[config.mk]
export PLATFORM = sky130hd
export DESIGN_NAME = spi_pixel_rx
export DESIGN_NICKNAME = d
export VERILOG_FILES = /design/src/rtl/spi_pixel_rx.sv
export SDC_FILE = /design/constraint.sdc
export NUM_CORES = 1
export LEC_CHECK = 0
export CAP_MARGIN = 20
export CORE_ASPECT_RATIO = 0.8
export CORE_UTILIZATION = 35
export DETAILED_ROUTE_END_ITERATION = 10
export GPL_ROUTABILITY_DRIVEN = 0
export HOLD_SLACK_MARGIN = 0.08
export PLACE_DENSITY = 0.63
export SYNTH_ARGS = -nofsm -noshare
export SYNTH_HDL_FRONTEND = slang
export SYNTH_SLANG_ARGS = --single-unit
[constraint.sdc]
create_clock -name clk -period 2.1 [get_ports clk]
set_input_delay 0.42 -clock clk [delete_from_list [all_inputs] [get_ports clk]]
set_output_delay 0.42 -clock clk [all_outputs]
set_load 0.005 [all_outputs]
[src/rtl/spi_pixel_rx.sv]
// SPI mode-0 slave that turns MCU framebuffer commands into single-cycle write strobes.
// Optional pixel write counter enabled with SPI_PIXEL_COUNT_EN.
module spi_pixel_rx #(
  parameter int FB_DEPTH = 19200,
  parameter int ADDR_W   = 15,
  parameter int DATA_W   = 12
) (
  input  logic              clk,
  input  logic              reset,
  input  logic              sck,
  input  logic              sdi,
  input  logic              load,
  output logic              sdo,
  output logic              we,
  output logic [ADDR_W-1:0] waddr,
  output logic [DATA_W-1:0] wdata,
`ifdef SPI_PIXEL_COUNT_EN
  output logic [15:0]       pix_count,
`endif
  output logic [2:0]        state_dbg
);

  typedef enum logic [2:0] {
    IDLE    = 3'd0,
    OPCODE  = 3'd1,
    ADDR_HI = 3'd2,
    ADDR_LO = 3'd3,
    PIX_HI  = 3'd4,
    PIX_LO  = 3'd5,
    IGNORE  = 3'd6
  } state_t;

  localparam logic [ADDR_W-1:0] ADDR_LAST = ADDR_W'(FB_DEPTH - 1);
  localparam logic [ADDR_W-1:0] ADDR_LIM  = ADDR_W'(FB_DEPTH);

  state_t              state_q, state_d;
  logic                sck_m_q, sck_s_q, sck_d_q;
  logic                sdi_m_q, sdi_s_q;
  logic                load_m_q, load_s_q;
  logic [7:0]          shift_q, shift_d;
  logic [2:0]          bit_cnt_q, bit_cnt_d;
  logic                byte_vld_q, byte_vld_d;
  logic [7:0]          echo_q, echo_d;
  logic                sdo_q, sdo_d;
  logic [ADDR_W-9:0]   addr_hi_q, addr_hi_d;
  logic [3:0]          pix_hi_q, pix_hi_d;
  logic                we_q, we_d;
  logic [ADDR_W-1:0]   waddr_q, waddr_d;
  logic [DATA_W-1:0]   wdata_q, wdata_d;
  logic [ADDR_W-1:0]   addr_full;
  logic                rise, fall;
`ifdef SPI_PIXEL_COUNT_EN
  logic [15:0]         pix_count_q, pix_count_d;
`endif

  assign rise      = sck_s_q & ~sck_d_q;
  assign fall      = ~sck_s_q & sck_d_q;
  assign addr_full = {addr_hi_q, shift_q};

  always_comb begin
    state_d    = state_q;
    shift_d    = shift_q;
    bit_cnt_d  = bit_cnt_q;
    byte_vld_d = 1'b0;
    echo_d     = echo_q;
    sdo_d      = sdo_q;
    addr_hi_d  = addr_hi_q;
    pix_hi_d   = pix_hi_q;
    we_d       = 1'b0;
    waddr_d    = waddr_q;
    wdata_d    = wdata_q;
`ifdef SPI_PIXEL_COUNT_EN
    pix_count_d = pix_count_q;
`endif

    // Address advances the cycle after a strobe, independent of framing.
    if (we_q) begin
      waddr_d = (waddr_q == ADDR_LAST) ? '0 : waddr_q + ADDR_W'(1);
`ifdef SPI_PIXEL_COUNT_EN
      if (pix_count_q != 16'hFFFF) pix_count_d = pix_count_q + 16'd1;
`endif
    end

    if (!load_s_q) begin
      state_d   = IDLE;
      shift_d   = '0;
      bit_cnt_d = '0;
      echo_d    = '0;
      sdo_d     = 1'b0;
    end else begin
      if (rise) begin
        shift_d   = {shift_q[6:0], sdi_s_q};
        bit_cnt_d = bit_cnt_q + 3'd1;
        if (bit_cnt_q == 3'd7) byte_vld_d = 1'b1;
      end

      if (state_q == IDLE) state_d = OPCODE;

      // shift_q holds the completed byte during the cycle after its last rise.
      if (byte_vld_q) begin
        echo_d = shift_q;
        case (state_q)
          OPCODE: begin
            if (shift_q == 8'h01)      state_d = ADDR_HI;
            else if (shift_q == 8'h02) state_d = PIX_HI;
            else                       state_d = IGNORE;
          end
          ADDR_HI: begin
            addr_hi_d = shift_q[ADDR_W-9:0];
            state_d   = ADDR_LO;
          end
          ADDR_LO: begin
            waddr_d = (addr_full >= ADDR_LIM) ? '0 : addr_full;
            state_d = IGNORE;
`ifdef SPI_PIXEL_COUNT_EN
            pix_count_d = '0;
`endif
          end
          PIX_HI: begin
            pix_hi_d = shift_q[3:0];
            state_d  = PIX_LO;
          end
          PIX_LO: begin
            wdata_d = {pix_hi_q, shift_q};
            we_d    = 1'b1;
            state_d = PIX_HI;
          end
          default: state_d = state_q;
        endcase
      end

      if (bit_cnt_q == 3'd0)   sdo_d = echo_q[7];
      else if (fall)           sdo_d = echo_q[3'd7 - bit_cnt_q];
    end
  end

  always_ff @(posedge clk or negedge reset) begin
    if (!reset) begin
      state_q    <= IDLE;
      sck_m_q    <= 1'b0;
      sck_s_q    <= 1'b0;
      sck_d_q    <= 1'b0;
      sdi_m_q    <= 1'b0;
      sdi_s_q    <= 1'b0;
      load_m_q   <= 1'b0;
      load_s_q   <= 1'b0;
      shift_q    <= '0;
      bit_cnt_q  <= '0;
      byte_vld_q <= 1'b0;
      echo_q     <= '0;
      sdo_q      <= 1'b0;
      addr_hi_q  <= '0;
      pix_hi_q   <= '0;
      we_q       <= 1'b0;
      waddr_q    <= '0;
      wdata_q    <= '0;
`ifdef SPI_PIXEL_COUNT_EN
      pix_count_q <= '0;
`endif
    end else begin
      state_q    <= state_d;
      sck_m_q    <= sck;
      sck_s_q    <= sck_m_q;
      sck_d_q    <= sck_s_q;
      sdi_m_q    <= sdi;
      sdi_s_q    <= sdi_m_q;
      load_m_q   <= load;
      load_s_q   <= load_m_q;
      shift_q    <= shift_d;
      bit_cnt_q  <= bit_cnt_d;
      byte_vld_q <= byte_vld_d;
      echo_q     <= echo_d;
      sdo_q      <= sdo_d;
      addr_hi_q  <= addr_hi_d;
      pix_hi_q   <= pix_hi_d;
      we_q       <= we_d;
      waddr_q    <= waddr_d;
      wdata_q    <= wdata_d;
`ifdef SPI_PIXEL_COUNT_EN
      pix_count_q <= pix_count_d;
`endif
    end
  end

  assign sdo       = sdo_q;
  assign we        = we_q;
  assign waddr     = waddr_q;
  assign wdata     = wdata_q;
  assign state_dbg = state_q;
`ifdef SPI_PIXEL_COUNT_EN
  assign pix_count = pix_count_q;
`endif

endmodule

==> out/qor.yml, run 1 <==
fmax_mhz: 516
layout_common_cells: "dfrtp_1, clkdlybuf4s50_1, nand2_1, mux2_2"
initial_core_util_pct: 36.6
power_leakage_nw: 1.63
seqCellArea_um2: 1750
clk_pin_slew_ns: 0.07
finalSetupViolCount: 0
critPathMaxFanout: 9
drt_iter0_drc: 84
powerDensity_nw_per_um2: 662
relSlewSlack_pct: 65.2
hpwl_um: 4580
first_pass_iters: 4
cp.arrival_ns: 1.52
dieArea_um2: 9380
cpLargestDelayFamily: "flip-flops"
skew_ns: 0.00607
syn_to_final_growth_pct: 23.6
hold_class: "flop to flop"
die_w_um: 108
ir_drop_v: 0.000331
diodes: 0
multi_input_area_um2: 1310
crit_chain: "clkdlybuf4s50_1"
worst_pin_slew_ns: 0.522
grt_pass1_wl_um: 11300
cts.sinks: 70
slowest_delay_ns: 0.60
fin_crit_sh_pct: 92.3
drcViolationCount: 0
worstHoldPathCells: 0
postSynthAreaPerCell_um2: 11.7
wirelength_um: 6810
grt_use_total_pct: 16.1
insertion_delay_ns: 0.34
crit_path_start_kind: "flop"
ys_types: 44
drive_gt1_share_pct: 17.5
cp.buffers_inverters: 1
endpoint_kind: "output pin"
crit_slowest_cell: "dfrtp_1"
final-instance-count-excl-fill: 432
avgRoutedWirePerCell_um: 15.8
drv_cap: 0
cts_made_buffers: 9
synth.largest_area_cell: "dfrtp_1"
die_h_um: 86.8
synthCells: 269
place.detailed.instances: 415
vias: 2210
ant_nets: 0
htree_levels: 3
synth_top_area_share_pct: 55.6
rr_worst_depth: 4
core_area_um2: 8600
worstPathRequired_ns: 1.68
antenna_found_initial: 0
nFillCells: 774
min_period_ns: 1.94
syn_nets: 278
syn-cell-area_um2: 3150
synth_warnings: 0
hold_violations: 0
grt_max_degree: 52
fin_setup_tns_ns: 0
portBuffers: 36
pin_count: 37
root_buffer: "clkbuf_8"
ys_seq_area_share_pct: 55.6
outcome: "finished, final reports clean"
mostFrequentLayoutCell: "dfrtp_1"
maxSlewViolCount: 0
cts_buffer_depth: 2
post_drt_via_cell_ratio: 5.12
grt_pass1_vias: 2167
path_class: "flop to output pin"
cts_tree: "done"
grt-ovfl-total: 0
rsz0062_at_grt: "no"
fin_nets: 324
crit_cells: 1
synth_seq_cells: 70
ys_top_cells_by_area: "dfrtp_1, mux2_2, nand2_1, o2bb2ai_1, xnor2_1"
rows: 30
## final cells by class
| type | count | area share, % |
|---|---|---|
| timing repair buffer | 47 | 11.6 |
| tap | 112 | 3.60 |
| sequential | 70 | 45.0 |
| clock inverter | 5 | 1.45 |
| clock buffer | 11 | 3.89 |
| inverter | 9 | 0.868 |
| multi-input combinational | 178 | 33.6 |
## synth_stat cells
| cell | instances |
|---|---|
| dfrtp_1 | 70 |
| a21oi_1 | 4 |
| mux2_2 | 22 |
| nand3_1 | 5 |
| nand2b_1 | 4 |
| and3_1 | 3 |
| nor3b_1 | 1 |
| or3b_2 | 1 |
| nor4_1 | 5 |
| o22ai_1 | 1 |
| nor3_1 | 6 |
| a22o_1 | 2 |
| o21a_1 | 1 |
| nor2_1 | 5 |
| or4b_1 | 1 |
| o21ai_0 | 7 |
| buf_6 | 1 |
| mux2i_1 | 9 |
| nor2b_1 | 9 |
| nand4_1 | 4 |
| mux4_2 | 1 |
| clkbuf_1 | 7 |
| a21o_1 | 1 |
| nand4_2 | 1 |
| inv_1 | 9 |
| a21boi_0 | 11 |
| ha_1 | 4 |
| a21bo_2 | 1 |
| o32ai_1 | 1 |
| nand3b_1 | 1 |
| a211o_1 | 1 |
| nand2_1 | 32 |
| nand4b_1 | 1 |
| nor3_2 | 1 |
| o2bb2ai_1 | 11 |
| nor4_2 | 1 |
| buf_2 | 3 |
| buf_1 | 1 |
| a31oi_1 | 2 |
| or2_2 | 1 |
| o221ai_1 | 1 |
| xnor2_1 | 11 |
| nor4b_1 | 1 |
| xor2_1 | 4 |
## kinds of logic after synthesis
| family | share of synthesized area, % |
|---|---|
| and+or+nand+nor | 14.1 |
| DFF | 55.6 |
| AOI/OAI and AO/OA | 10.2 |
| muxes | 11.4 |
| buffers and inverters | 2.86 |
| xor gates and xnor gates | 4.17 |
| adders and majority gates | 1.59 |
## final timing paths
path | from | to | slack [ns]
min reg2reg | sdi_m_q | sdi_s_q | 0.35
max | we | we | 0.16
max reg2reg | waddr[8] | waddr[13] | 0.22
max in group asynchronous | reset | waddr[3] | 0.90
min | sdi_m_q | sdi_s_q | 0.35
min in group asynchronous | reset | load_m_q | 0.57
## what timing repair did
action                    4_1_cts  5_1_grt
resized for setup               0        0
hold endpoints to repair       19        0
hold buffers                    1        0
setup buffers                   0        0
## power breakdown
group / total, mW / internal, mW / switching, mW
Combinational: 0.0869 / 0.0355 / 0.0514
Sequential: 1.37 / 1.36 / 0.0150
Clock: 1.12 / 0.613 / 0.502
## flip-flops by register name, summed over array words and instances, names as in the netlist, 3 cells and up
name	flops
wdata	12
pix_hi_q	4
state_dbg	3
waddr	15
echo_q	8
shift_q	8
addr_hi_q	7
bit_cnt_q	3
## through the flow
stage          hold WS (ns)  area [um2]  util, %  setup slack [ns]  power [mW]
6_report              0.351        3890     45.3             0.162        2.58
3_3_place_gp          0.333        3670     42.8             0.269        1.49
2_1_floorplan         0.124        3150        -             0.329        1.43
4_1_cts               0.355        3890     45.3             0.169        2.61
5_1_grt               0.360        3890     45.3             0.111        2.68
3_5_place_dp          0.336        3670     42.8             0.225        1.49
## layer usage
| metal | track usage, % | up-vias | routed length, um | share of wire (%) |
|---|---|---|---|---|
| li1 | - | 1042 | - | - |
| met1 | 23.9 | 1106 | 3510 | 51 |
| met2 | 22.2 | 55 | 2900 | 43 |
| met3 | 4.66 | 7 | 320 | 4.7 |
| met4 | 5.48 | 0 | 87 | 1.3 |
| met5 | 0 | - | 0 | 0 |
No activity file was read; power rests on OpenSTA's default activity.
==> run 2, diff against run 1 <==
--- a/config.mk
+++ b/config.mk
@@ -15,3 +15,4 @@
 export SYNTH_ARGS = -nofsm -noshare
 export SYNTH_HDL_FRONTEND = slang
 export SYNTH_SLANG_ARGS = --single-unit
+export TNS_END_PERCENT = 100
==> results of run 2 <==
Same layout as run 1: the final DEF is identical, and so are final timing and power.
